File: config.mk
export PLATFORM = sky130hd
export DESIGN_NAME = instruction_fetch_unit
export DESIGN_NICKNAME = d
export VERILOG_FILES = /design/src/rtl/fetch_pkg.sv /design/src/rtl/fetch_skid_buffer.sv /design/src/rtl/instruction_fetch_unit.sv
export SDC_FILE = /design/constraint.sdc
export NUM_CORES = 1
export LEC_CHECK = 0
export ABC_AREA = 0
export CAP_MARGIN = 40
export CORE_MARGIN = 2
export CORE_UTILIZATION = 47
export CTS_CLUSTER_SIZE = 8
export DETAILED_ROUTE_END_ITERATION = 8
export PLACE_DENSITY = 0.88
export REMOVE_ABC_BUFFERS = 1
export SYNTH_ARGS = -nofsm -noshare
export SYNTH_HDL_FRONTEND = slang
export SYNTH_SLANG_ARGS = --single-unit
File: constraint.sdc
create_clock -name clk_i -period 3.9 [get_ports clk_i]
set_input_delay 0.78 -clock clk_i [delete_from_list [all_inputs] [get_ports clk_i]]
set_output_delay 0.78 -clock clk_i [all_outputs]
set_load 0.05 [all_outputs]
File: src/rtl/fetch_pkg.sv
// Shared types and constants for the instruction fetch unit.
// The optional FAULT state exists only when FETCH_MISALIGN_CHECK_EN is defined.
package fetch_pkg;

  localparam int unsigned XLEN = 32;

  localparam logic [XLEN-1:0] RESET_PC      = 32'h0000_0000;
  localparam logic [XLEN-1:0] NOP_INSTR     = 32'h0000_0013;
  localparam logic [XLEN-1:0] PC_INC        = 32'd4;
  localparam logic [XLEN-1:0] PC_ALIGN_MASK = 32'hFFFF_FFFC;

  typedef enum logic [1:0] {
    ST_IDLE,
    ST_REQ,
    ST_WAIT
`ifdef FETCH_MISALIGN_CHECK_EN
    ,
    ST_FAULT
`endif
  } fetch_state_e;

  typedef struct packed {
    logic [XLEN-1:0] instr;
    logic [XLEN-1:0] pc;
  } fetch_entry_t;

endpackage

File: src/rtl/fetch_skid_buffer.sv
// One-entry {instr, pc} holding buffer for a response that arrives while the
// output slot is stalled with a valid instruction.
module fetch_skid_buffer
  import fetch_pkg::*;
(
  input  logic         clk_i,
  input  logic         rst_i,
  input  logic         push_i,
  input  logic         pop_i,
  input  logic         flush_i,
  input  fetch_entry_t data_i,
  output fetch_entry_t data_o,
  output logic         full_o
);

  fetch_entry_t data_q;
  logic         full_q;

  always_ff @(posedge clk_i) begin
    if (rst_i || flush_i) begin
      full_q <= 1'b0;
    end else if (push_i) begin
      full_q <= 1'b1;
    end else if (pop_i) begin
      full_q <= 1'b0;
    end
  end

  always_ff @(posedge clk_i) begin
    if (rst_i) begin
      data_q <= '0;
    end else if (push_i) begin
      data_q <= data_i;
    end
  end

  assign data_o = data_q;
  assign full_o = full_q;

endmodule

File: src/rtl/instruction_fetch_unit.sv
// PC generation and instruction-memory fetch feeding the IF/ID register.
// Define FETCH_MISALIGN_CHECK_EN to trap misaligned redirect targets.
module instruction_fetch_unit
  import fetch_pkg::*;
(
  input  logic            clk_i,
  input  logic            rst_i,
  output logic            imem_req_o,
  output logic [XLEN-1:0] imem_addr_o,
  input  logic            imem_gnt_i,
  input  logic            imem_rvalid_i,
  input  logic [XLEN-1:0] imem_rdata_i,
  input  logic            stall_i,
  input  logic            redirect_i,
  input  logic [XLEN-1:0] redirect_pc_i,
  output logic [XLEN-1:0] f_instruction_o,
  output logic [XLEN-1:0] f_pc_o,
  output logic [XLEN-1:0] f_pcsrc_o,
`ifdef FETCH_MISALIGN_CHECK_EN
  output logic            f_misalign_o,
`endif
  output logic            f_valid_o
);

  fetch_state_e    state_q, state_d;
  logic [XLEN-1:0] pc_q, pc_d;
  logic [XLEN-1:0] infl_pc_q, infl_pc_d;
  logic            drop_q, drop_d;
  fetch_entry_t    out_q, out_d;
  logic            out_valid_q, out_valid_d;
  logic [XLEN-1:0] pcsrc_q, pcsrc_d;
`ifdef FETCH_MISALIGN_CHECK_EN
  logic            misalign_q, misalign_d;
`endif

  logic            req_c;
  logic            accept_c;
  logic            outstanding_c;
  logic            skid_push_c, skid_pop_c, skid_flush_c;
  logic            skid_full;
  fetch_entry_t    skid_entry;
  fetch_entry_t    resp_entry;
  logic [XLEN-1:0] target_c;

  fetch_skid_buffer u_skid (
    .clk_i   (clk_i),
    .rst_i   (rst_i),
    .push_i  (skid_push_c),
    .pop_i   (skid_pop_c),
    .flush_i (skid_flush_c),
    .data_i  (resp_entry),
    .data_o  (skid_entry),
    .full_o  (skid_full)
  );

  always_ff @(posedge clk_i) begin
    if (rst_i) begin
      state_q     <= ST_IDLE;
      pc_q        <= RESET_PC;
      infl_pc_q   <= RESET_PC;
      drop_q      <= 1'b0;
      out_q       <= '{instr: NOP_INSTR, pc: RESET_PC};
      out_valid_q <= 1'b0;
      pcsrc_q     <= RESET_PC + PC_INC;
`ifdef FETCH_MISALIGN_CHECK_EN
      misalign_q  <= 1'b0;
`endif
    end else begin
      state_q     <= state_d;
      pc_q        <= pc_d;
      infl_pc_q   <= infl_pc_d;
      drop_q      <= drop_d;
      out_q       <= out_d;
      out_valid_q <= out_valid_d;
      pcsrc_q     <= pcsrc_d;
`ifdef FETCH_MISALIGN_CHECK_EN
      misalign_q  <= misalign_d;
`endif
    end
  end

  always_comb begin
    state_d      = state_q;
    pc_d         = pc_q;
    infl_pc_d    = infl_pc_q;
    drop_d       = drop_q;
    out_d        = out_q;
    out_valid_d  = out_valid_q;
    req_c        = 1'b0;
    skid_push_c  = 1'b0;
    skid_pop_c   = 1'b0;
    skid_flush_c = 1'b0;
`ifdef FETCH_MISALIGN_CHECK_EN
    misalign_d   = misalign_q;
    target_c     = redirect_pc_i;
`else
    target_c     = redirect_pc_i & PC_ALIGN_MASK;
`endif
    resp_entry    = '{instr: imem_rdata_i, pc: infl_pc_q};
    accept_c      = (state_q == ST_WAIT) && imem_rvalid_i && !drop_q && !redirect_i;
    outstanding_c = (state_q == ST_WAIT) && !imem_rvalid_i;
`ifdef FETCH_MISALIGN_CHECK_EN
    if (state_q == ST_FAULT && drop_q && !imem_rvalid_i) outstanding_c = 1'b1;
`endif

    unique case (state_q)
      ST_IDLE: state_d = ST_REQ;
      ST_REQ: begin
        req_c = !skid_full;
        if (req_c && imem_gnt_i) begin
          infl_pc_d = pc_q;
          pc_d      = pc_q + PC_INC;
          state_d   = ST_WAIT;
        end
      end
      ST_WAIT: begin
        if (imem_rvalid_i) begin
          state_d = ST_REQ;
          if (drop_q) begin
            drop_d = 1'b0;
          end else begin
            // back-to-back issue only when the response lands in the slot
            req_c = accept_c && (!out_valid_q || !stall_i);
            if (req_c && imem_gnt_i) begin
              infl_pc_d = pc_q;
              pc_d      = pc_q + PC_INC;
              state_d   = ST_WAIT;
            end
          end
        end
      end
`ifdef FETCH_MISALIGN_CHECK_EN
      ST_FAULT: if (imem_rvalid_i) drop_d = 1'b0;
`endif
      default: state_d = ST_IDLE;
    endcase

    // output slot: skid drains first, a stalled valid slot diverts into the skid
    if (!stall_i) begin
      if (skid_full) begin
        out_d       = skid_entry;
        out_valid_d = 1'b1;
        skid_pop_c  = 1'b1;
      end else if (accept_c) begin
        out_d       = resp_entry;
        out_valid_d = 1'b1;
      end else begin
        out_d.instr = NOP_INSTR;
        out_valid_d = 1'b0;
      end
    end else if (accept_c) begin
      if (!out_valid_q) begin
        out_d       = resp_entry;
        out_valid_d = 1'b1;
      end else begin
        skid_push_c = 1'b1;
      end
    end

    if (redirect_i) begin
      pc_d         = target_c;
      out_d.instr  = NOP_INSTR;
      out_valid_d  = 1'b0;
      skid_flush_c = 1'b1;
      skid_push_c  = 1'b0;
      skid_pop_c   = 1'b0;
      drop_d       = outstanding_c || (req_c && imem_gnt_i);
      state_d      = drop_d ? ST_WAIT : ST_REQ;
`ifdef FETCH_MISALIGN_CHECK_EN
      misalign_d   = 1'b0;
      if (redirect_pc_i[1:0] != 2'b00) begin
        state_d    = ST_FAULT;
        out_d.pc   = redirect_pc_i;
        misalign_d = 1'b1;
      end
`endif
    end

    pcsrc_d = out_d.pc + PC_INC;
  end

  assign imem_req_o      = req_c;
  assign imem_addr_o     = pc_q;
  assign f_instruction_o = out_q.instr;
  assign f_pc_o          = out_q.pc;
  assign f_pcsrc_o       = pcsrc_q;
  assign f_valid_o       = out_valid_q;
`ifdef FETCH_MISALIGN_CHECK_EN
  assign f_misalign_o    = misalign_q;
`endif

endmodule

==> flow_summary_export.csv, run 1 <==
group,metric,value,unit
logic_synthesis,yosysWarnings,0,
placement,place_congestion,0.903,
die,fp.dieW,148,um
power_and_ir_drop,power_frac_comb,0.127,
route,wl_met1,11600,um
logic_synthesis,synth.top_cell.area_share,0.452,
clock_tree,worstSkewPairLatency,0.55,ns
logic_synthesis,async_flop_share,0,
die,die_area,21800,um2
logic_synthesis,synth_area,9710,um2
placement,pre_cts_ws,-0.255,ns
finish,n_antenna_cell,0,
sta,finClkSkew,0.00978,ns
logic_synthesis,syn_area_per_cell,8.06,um2
power_and_ir_drop,power,5.42,mW
placement,dp_hpwl,20000,um
status,status,"finished, final reports clean",
global_routing,grt_pass1_vias,8952,
power_and_ir_drop,irDropWorstVdd,0.375,mV
sta,fin_ws,0.0815,ns
hold_path,hp-class,"reg2reg",
critical_path,endpoint,"f_pcsrc_o[24]$_SDFF_PP0_",
critical_path,worstPathRequired,4.33,ns
clock_tree,ctsHoldBuffers,0,
die,std_cell_rows,52,
sta,finalCriticalPeriod,3.82,ns
logic_synthesis,synth-edff-count,0,
die,ioPinCount,200,
die,core,20200,um2
route,drc,0,
logic_synthesis,synth.most_common_cell,"nand2_1",
clock_tree,clkTransAtPathRegs,0.05,ns
critical_path,cp-startpoint,"imem_rvalid_i",
critical_path,timing.rr.end,"f_pcsrc_o[24]$_SDFF_PP0_",
clock_tree,clock_tree.htree_level_count,1,
finish,fin_cells,1692,
logic_synthesis,ys_types,71,
sta,fmax,262,MHz
route,dr_wl_met2,13400,um
power_and_ir_drop,sw_frac_of_total,0.258,
die,die_y,148,um
job,drv_cap,0,
route,vias,9583,
power_and_ir_drop,p_sw,1.40,mW
logic_synthesis,yosysSeqAreaShare,0.452,
route,top_layer,"met4",
route,postRouteAntennaNets,0,
clock_tree,cts.sinks,219,
route,avgRoutedWirePerCell,16.9,um
critical_path,crit_arrival,4.25,ns
route,first_pass_iters,5,
sta,setup_viol,0,
placement,place_inst,1657,
die,start_util,0.480,
sta,worstMarginPinSlew,0.683,ns
critical_path,r2r_cells,11,
route,vias_per_cell,5.66,
sta,min_period_over_period,0.979,
power_and_ir_drop,clock_power_share,0.436,
route,route.met3.wl,2600,um
power_and_ir_drop,powerDensity,415,nW/um2
finish,fin_nets,1497,
global_routing,overflow,0,
logic_synthesis,synth_common_cells,"nand2_1, dfxtp_1, a21oi_1",
finish,final_core_util,0.645,
clock_tree,cts-resized-gates,0,
finish,drive_gt1_frac,0.101,
route,routed_wl,28500,um
logic_synthesis,synth_seq_cells,219,
critical_path,startpoint_type,"primary input",
clock_tree,cts_tree,"yes",
sta,hold_viol,0,
power_and_ir_drop,pwr-share-seq,0.437,
sta,report.final.slew_viol_count,0,
global_routing,grt_first_pass_wirelength,45500,um
sta,max_slew_margin,0.545,
clock_tree,cts_root_buf,"clkbuf_16",
clock_tree,cts_buffers,31,
logic_synthesis,synthTopCellsByArea,"dfxtp_1, nand2_1, a21oi_1, nor2_1, nor3_1",
critical_path,cp_max_fo,4,
finish,area_growth,34.5,%
global_routing,antenna_found_initial,0,
global_routing,track_usage,0.253,
critical_path,r2r-start,"state_q[0]$_SDFFE_PP0P_",
global_routing,grt_max_degree,69,
logic_synthesis,netlist.top_cell.by_area,"dfxtp_1",
clock_tree,clockBufferDepth,3,
route,drt_iter0_drc,703,
critical_path,critPathCaptureType,"flip-flop",
logic_synthesis,netlist_instances,1204,
placement,port_buffers,191,
power_and_ir_drop,internal-power,4.02,mW
critical_path,r2r_setup_slack,0.13,ns
clock_tree,post_cts_buffers,0,
logic_synthesis,ys.flop_type,"dfxtp_1",
critical_path,critPathKind,"in2reg",
power_and_ir_drop,power_leakage,4.72,nW
-- routing by layer --
metal	vias up	global-route usage
met4	0	0.102
met2	479	0.419
li1	4569	-
met1	4454	0.330
met3	81	0.0441
met5	-	0
-- state kept, by name, summed over array words and instances, names as in the netlist --
signal and cells:
drop_q 1, f_instruction_o 32, f_pc_o 30, f_pcsrc_o 30, f_valid_o 1, imem_addr_o 30, infl_pc_q 30, state_q 2
u_skid.data_o 62, u_skid.full_o 1
-- worst min-delay path by stage --
stage                                        start                        endpoint  slack (ns)  depth (start not counted)
global placement     u_skid.data_o[5]$_SDFFE_PP0P_   u_skid.data_o[5]$_SDFFE_PP0P_        0.44                          2
finish              u_skid.data_o[23]$_SDFFE_PP0P_  u_skid.data_o[23]$_SDFFE_PP0P_        0.45                          2
detailed placement  u_skid.data_o[19]$_SDFFE_PP0P_  u_skid.data_o[19]$_SDFFE_PP0P_        0.45                          2
floorplan            u_skid.data_o[5]$_SDFFE_PP0P_   u_skid.data_o[5]$_SDFFE_PP0P_        0.43                          2
CTS                 u_skid.data_o[19]$_SDFFE_PP0P_  u_skid.data_o[19]$_SDFFE_PP0P_        0.45                          2
global route         u_skid.data_o[7]$_SDFFE_PP0P_   u_skid.data_o[7]$_SDFFE_PP0P_        0.47                          2
-- power by group through the flow --
stage | Clock [mW] | Sequential (mW) | Combinational (mW)
2_1_floorplan | 0 | 2.54 | 0.228
3_3_place_gp | 0 | 2.41 | 0.667
3_5_place_dp | 0 | 2.41 | 0.678
4_1_cts | 2.40 | 2.37 | 0.684
5_1_grt | 2.50 | 2.37 | 0.730
6_report | 2.36 | 2.37 | 0.686
-- layout make-up --
class	count	area [um2]
Sequential cell	219	4380
Fill cell	1631	7180
Tap cell	270	338
Timing Repair Buffer	266	2490
Clock inverter	2	50.0
Multi-Input combinational cell	883	4940
Clock buffer	32	779
Inverter	20	75.1
-- logic make-up (layout without fill, tap and decap cells) --
kind of cell,Yosys count,count (layout),synth area share
DFF,219,219,0.452
buffers and inverters,107,320,0.0462
adders and majority gates,6,6,0.00773
and+or+nand+nor,545,545,0.260
muxes,31,31,0.0327
xor gates and xnor gates,41,41,0.0370
AOI/OAI and AO/OA,254,254,0.164
other,1,6,0.000386
-- per-stage QoR --
stage	TNS [ns]	area, um2	hold slack (ns)
after floorplan	-110.59	9350	0.425
after global routing	-0.00553	13100	0.468
final	0	13100	0.451
after detailed placement	-0.932	12200	0.447
after global placement	-0.396	12200	0.438
after CTS	0	13000	0.453
-- worst max-delay path, stage by stage --
cell and delay [ns]:
clkdlybuf4s50_1 0.49, nor4bb_4 0.45, buf_4 0.19, nor3_1 0.04, or4_4 0.57, a2bb2oi_2 0.16, or3_1 0.42, or4_1 0.55
nor3b_1 0.24, mux2_2 0.36
-- placed cells by master, fill, tap and decap left out, types with 5 or more instances in the layout --
cell type and n:
nand3_1 22, a21oi_1 127, clkbuf_16 31, nor2b_1 29, nand4_1 14, nor4_1 8
dfxtp_1 219, nor3_1 53, o21a_1 7, nor2_1 108, xnor2_1 27, nand2b_1 5
xor2_1 14, a22oi_1 7, mux2_2 6, and2_1 6, mux2i_1 25, conb_1 6
inv_1 19, a211oi_1 6, o21ai_0 33, ha_1 6, a221oi_1 26, and3_1 5
nand2_1 253, or4_1 6, buf_4 74, a31o_2 5, clkdlybuf4s50_1 187, a311oi_1 6
and3b_1 5
Note: power is estimated with default switching activity, not from simulation.
==> inputs of run 2 (changes only) <==
--- a/config.mk
+++ b/config.mk
@@ -6,12 +6,14 @@
 export NUM_CORES = 1
 export LEC_CHECK = 0
 export ABC_AREA = 0
-export CAP_MARGIN = 40
+export CAP_MARGIN = 20
 export CORE_MARGIN = 2
 export CORE_UTILIZATION = 47
 export CTS_CLUSTER_SIZE = 8
 export DETAILED_ROUTE_END_ITERATION = 8
+export GPL_ROUTABILITY_DRIVEN = 0
 export PLACE_DENSITY = 0.88
+export RECOVER_POWER = 25
 export REMOVE_ABC_BUFFERS = 1
 export SYNTH_ARGS = -nofsm -noshare
 export SYNTH_HDL_FRONTEND = slang
==> flow_summary_export.csv, run 2 (synthesis results as in run 1) <==
group,metric,value,unit
finish,final_core_util,0.640,
finish,fin_cells,1688,
die,fp.dieW,148,um
clock_tree,worstSkewPairLatency,0.54,ns
power_and_ir_drop,pwr-share-seq,0.446,
clock_tree,cts_buffers,31,
status,status,"complete, but fails checks",
finish,largest_reg_flops,62,
sta,worstMarginPinSlew,1.97,ns
route,drt_iter0_drc,704,
finish,fin_nets,1494,
critical_path,cp_max_fo,4,
sta,hold_ws,0.449,ns
sta,min_period_over_period,0.961,
global_routing,grt_util_met2,0.415,
critical_path,cp_top_family,"simple AND/OR/NAND/NOR gates",
finish,final_cell_area,12900,um2
sta,hold_viol,0,
die,ioPinCount,200,
global_routing,grt_util_met1,0.322,
clock_tree,clock_tree.htree_level_count,1,
critical_path,slowest_stage,"or4_4",
critical_path,crit_arrival,4.17,ns
power_and_ir_drop,p_sw,1.37,mW
sta,report.final.slew_viol_count,63,
global_routing,overflow,0,
hold_path,hp-class,"reg2reg",
clock_tree,cts.sinks,219,
global_routing,antenna_found_initial,0,
route,routed_wl,28500,um
placement,port_buffers,191,
critical_path,worstPathRequired,4.32,ns
clock_tree,clkTransAtPathRegs,0.05,ns
finish,drive_gt1_frac,0.0903,
global_routing,grt_use_met3,0.0485,
sta,fmax,267,MHz
global_routing,grt_max_degree,75,
sta,finClkSkew,0.0134,ns
power_and_ir_drop,irDropWorstVdd,0.286,mV
clock_tree,ctsHoldBuffers,0,
route,vias_per_cell,5.67,
power_and_ir_drop,internal-power,3.94,mW
clock_tree,cts-resized-gates,0,
clock_tree,cts_root_buf,"clkbuf_16",
die,std_cell_rows,52,
sta,max_slew_margin,-0.315,
power_and_ir_drop,sw_frac_of_total,0.258,
placement,dpl_cell_area,12200,um2
placement,dp_hpwl,20000,um
route,postRouteAntennaNets,0,
route,avgRoutedWirePerCell,16.9,um
critical_path,crit_buf_inv,2,
clock_tree,cts_tree,"yes",
power_and_ir_drop,clock_power_share,0.426,
critical_path,startpoint_type,"primary input",
global_routing,track_usage,0.251,
global_routing,busiest_layer,"met2",
job,drv_cap,2,
status,violations,"capacitance limit, slew limit",
route,vias,9565,
sta,setup_viol,0,
global_routing,grt_first_pass_wirelength,45300,um
critical_path,max_stage_delay,0.54,ns
finish,fillers,1625,
finish,layout_commonest_cell,"nand2_1",
die,die_area,21800,um2
finish,n_antenna_cell,0,
critical_path,critPathKind,"in2reg",
global_routing,grt_pass1_vias,8955,
route,drc,0,
critical_path,crit_path_cell_trace,"clkdlybuf4s50_1, nor4bb_4, buf_4, nor3_1, or4_4, a2bb2oi_2, or3_1, or4_1, nor3b_1, mux2_2",
sta,finalCriticalPeriod,3.75,ns
critical_path,critPathCaptureType,"flip-flop",
finish,layout_common_cells,"nand2_1, dfxtp_1, clkdlybuf4s50_1",
route,first_pass_iters,7,
power_and_ir_drop,power_frac_comb,0.128,
power_and_ir_drop,power_leakage,4.64,nW
clock_tree,clockBufferDepth,3,
clock_tree,post_cts_buffers,0,
power_and_ir_drop,powerDensity,410,nW/um2
die,core,20200,um2
sta,rsz0062_at_grt,"false",
die,start_util,0.480,
die,die_y,148,um
finish,area_growth,33.4,%
placement,place_inst,1655,
run 2: area by class of cell:
class                   count  area, um2  area share
inverters                  20       75.1     0.00580
flip-flops and latches    219       4380       0.339
clock buffers              31        776      0.0599
multi-input cells         883       4920       0.380
well taps                 270        338      0.0261
clock inverters             2       16.3     0.00126
repair buffers            263       2430       0.188
run 2: per-layer routing:
layer	wire, um	vias up
li1	-	4578
met1	11800	4394
met2	13200	504
met3	2420	89
met4	1060	0
met5	0	-
run 2: worst register-to-register path: cells and delay by family, from the launching register on:
family | cells | cell delay [ns]
flops | 1 | 0.35
compound gates | 1 | 0.15
mux | 1 | 0.36
buf+inv | 2 | 0.30
simple gates | 6 | 2.15
fa+ha+maj | 1 | 0.27
run 2: path summary, 6_finish.rpt:
path	end	depth (start not counted)	slack [ns]	from
hold / removal	u_skid.data_o[5]$_SDFFE_PP0P_	2	0.45	u_skid.data_o[5]$_SDFFE_PP0P_
setup / recovery	f_pcsrc_o[24]$_SDFF_PP0_	10	0.15	imem_rvalid_i
setup reg to reg	f_pcsrc_o[24]$_SDFF_PP0_	11	0.21	state_q[0]$_SDFFE_PP0P_
hold reg to reg	u_skid.data_o[5]$_SDFFE_PP0P_	2	0.45	u_skid.data_o[5]$_SDFFE_PP0P_
run 2: power by group through the flow:
stage / registers, mW / logic (mW) / clock network, mW
3_5_place_dp: 2.41 / 0.675 / 0
3_3_place_gp: 2.41 / 0.665 / 0
2_1_floorplan: 2.54 / 0.228 / 0
5_1_grt: 2.37 / 0.723 / 2.39
6_report: 2.37 / 0.679 / 2.26
4_1_cts: 2.37 / 0.681 / 2.30
run 2: per-stage QoR:
step	setup TNS, ns	setup slack (ns)	total power [mW]
floorplan	-110.59	-1.40	2.77
global placement	-1.08	-0.233	3.07
detailed placement	-1.95	-0.294	3.09
CTS	0	0.140	5.35
global route	0	0.0383	5.49
finish	0	0.152	5.31
==> inputs of run 3 (changes only) <==
--- a/config.mk
+++ b/config.mk
@@ -18,3 +18,4 @@
 export SYNTH_ARGS = -nofsm -noshare
 export SYNTH_HDL_FRONTEND = slang
 export SYNTH_SLANG_ARGS = --single-unit
+export TNS_END_PERCENT = 5
==> results of run 3 <==
No change in the layout: final DEF, timing and power equal those of run 2.
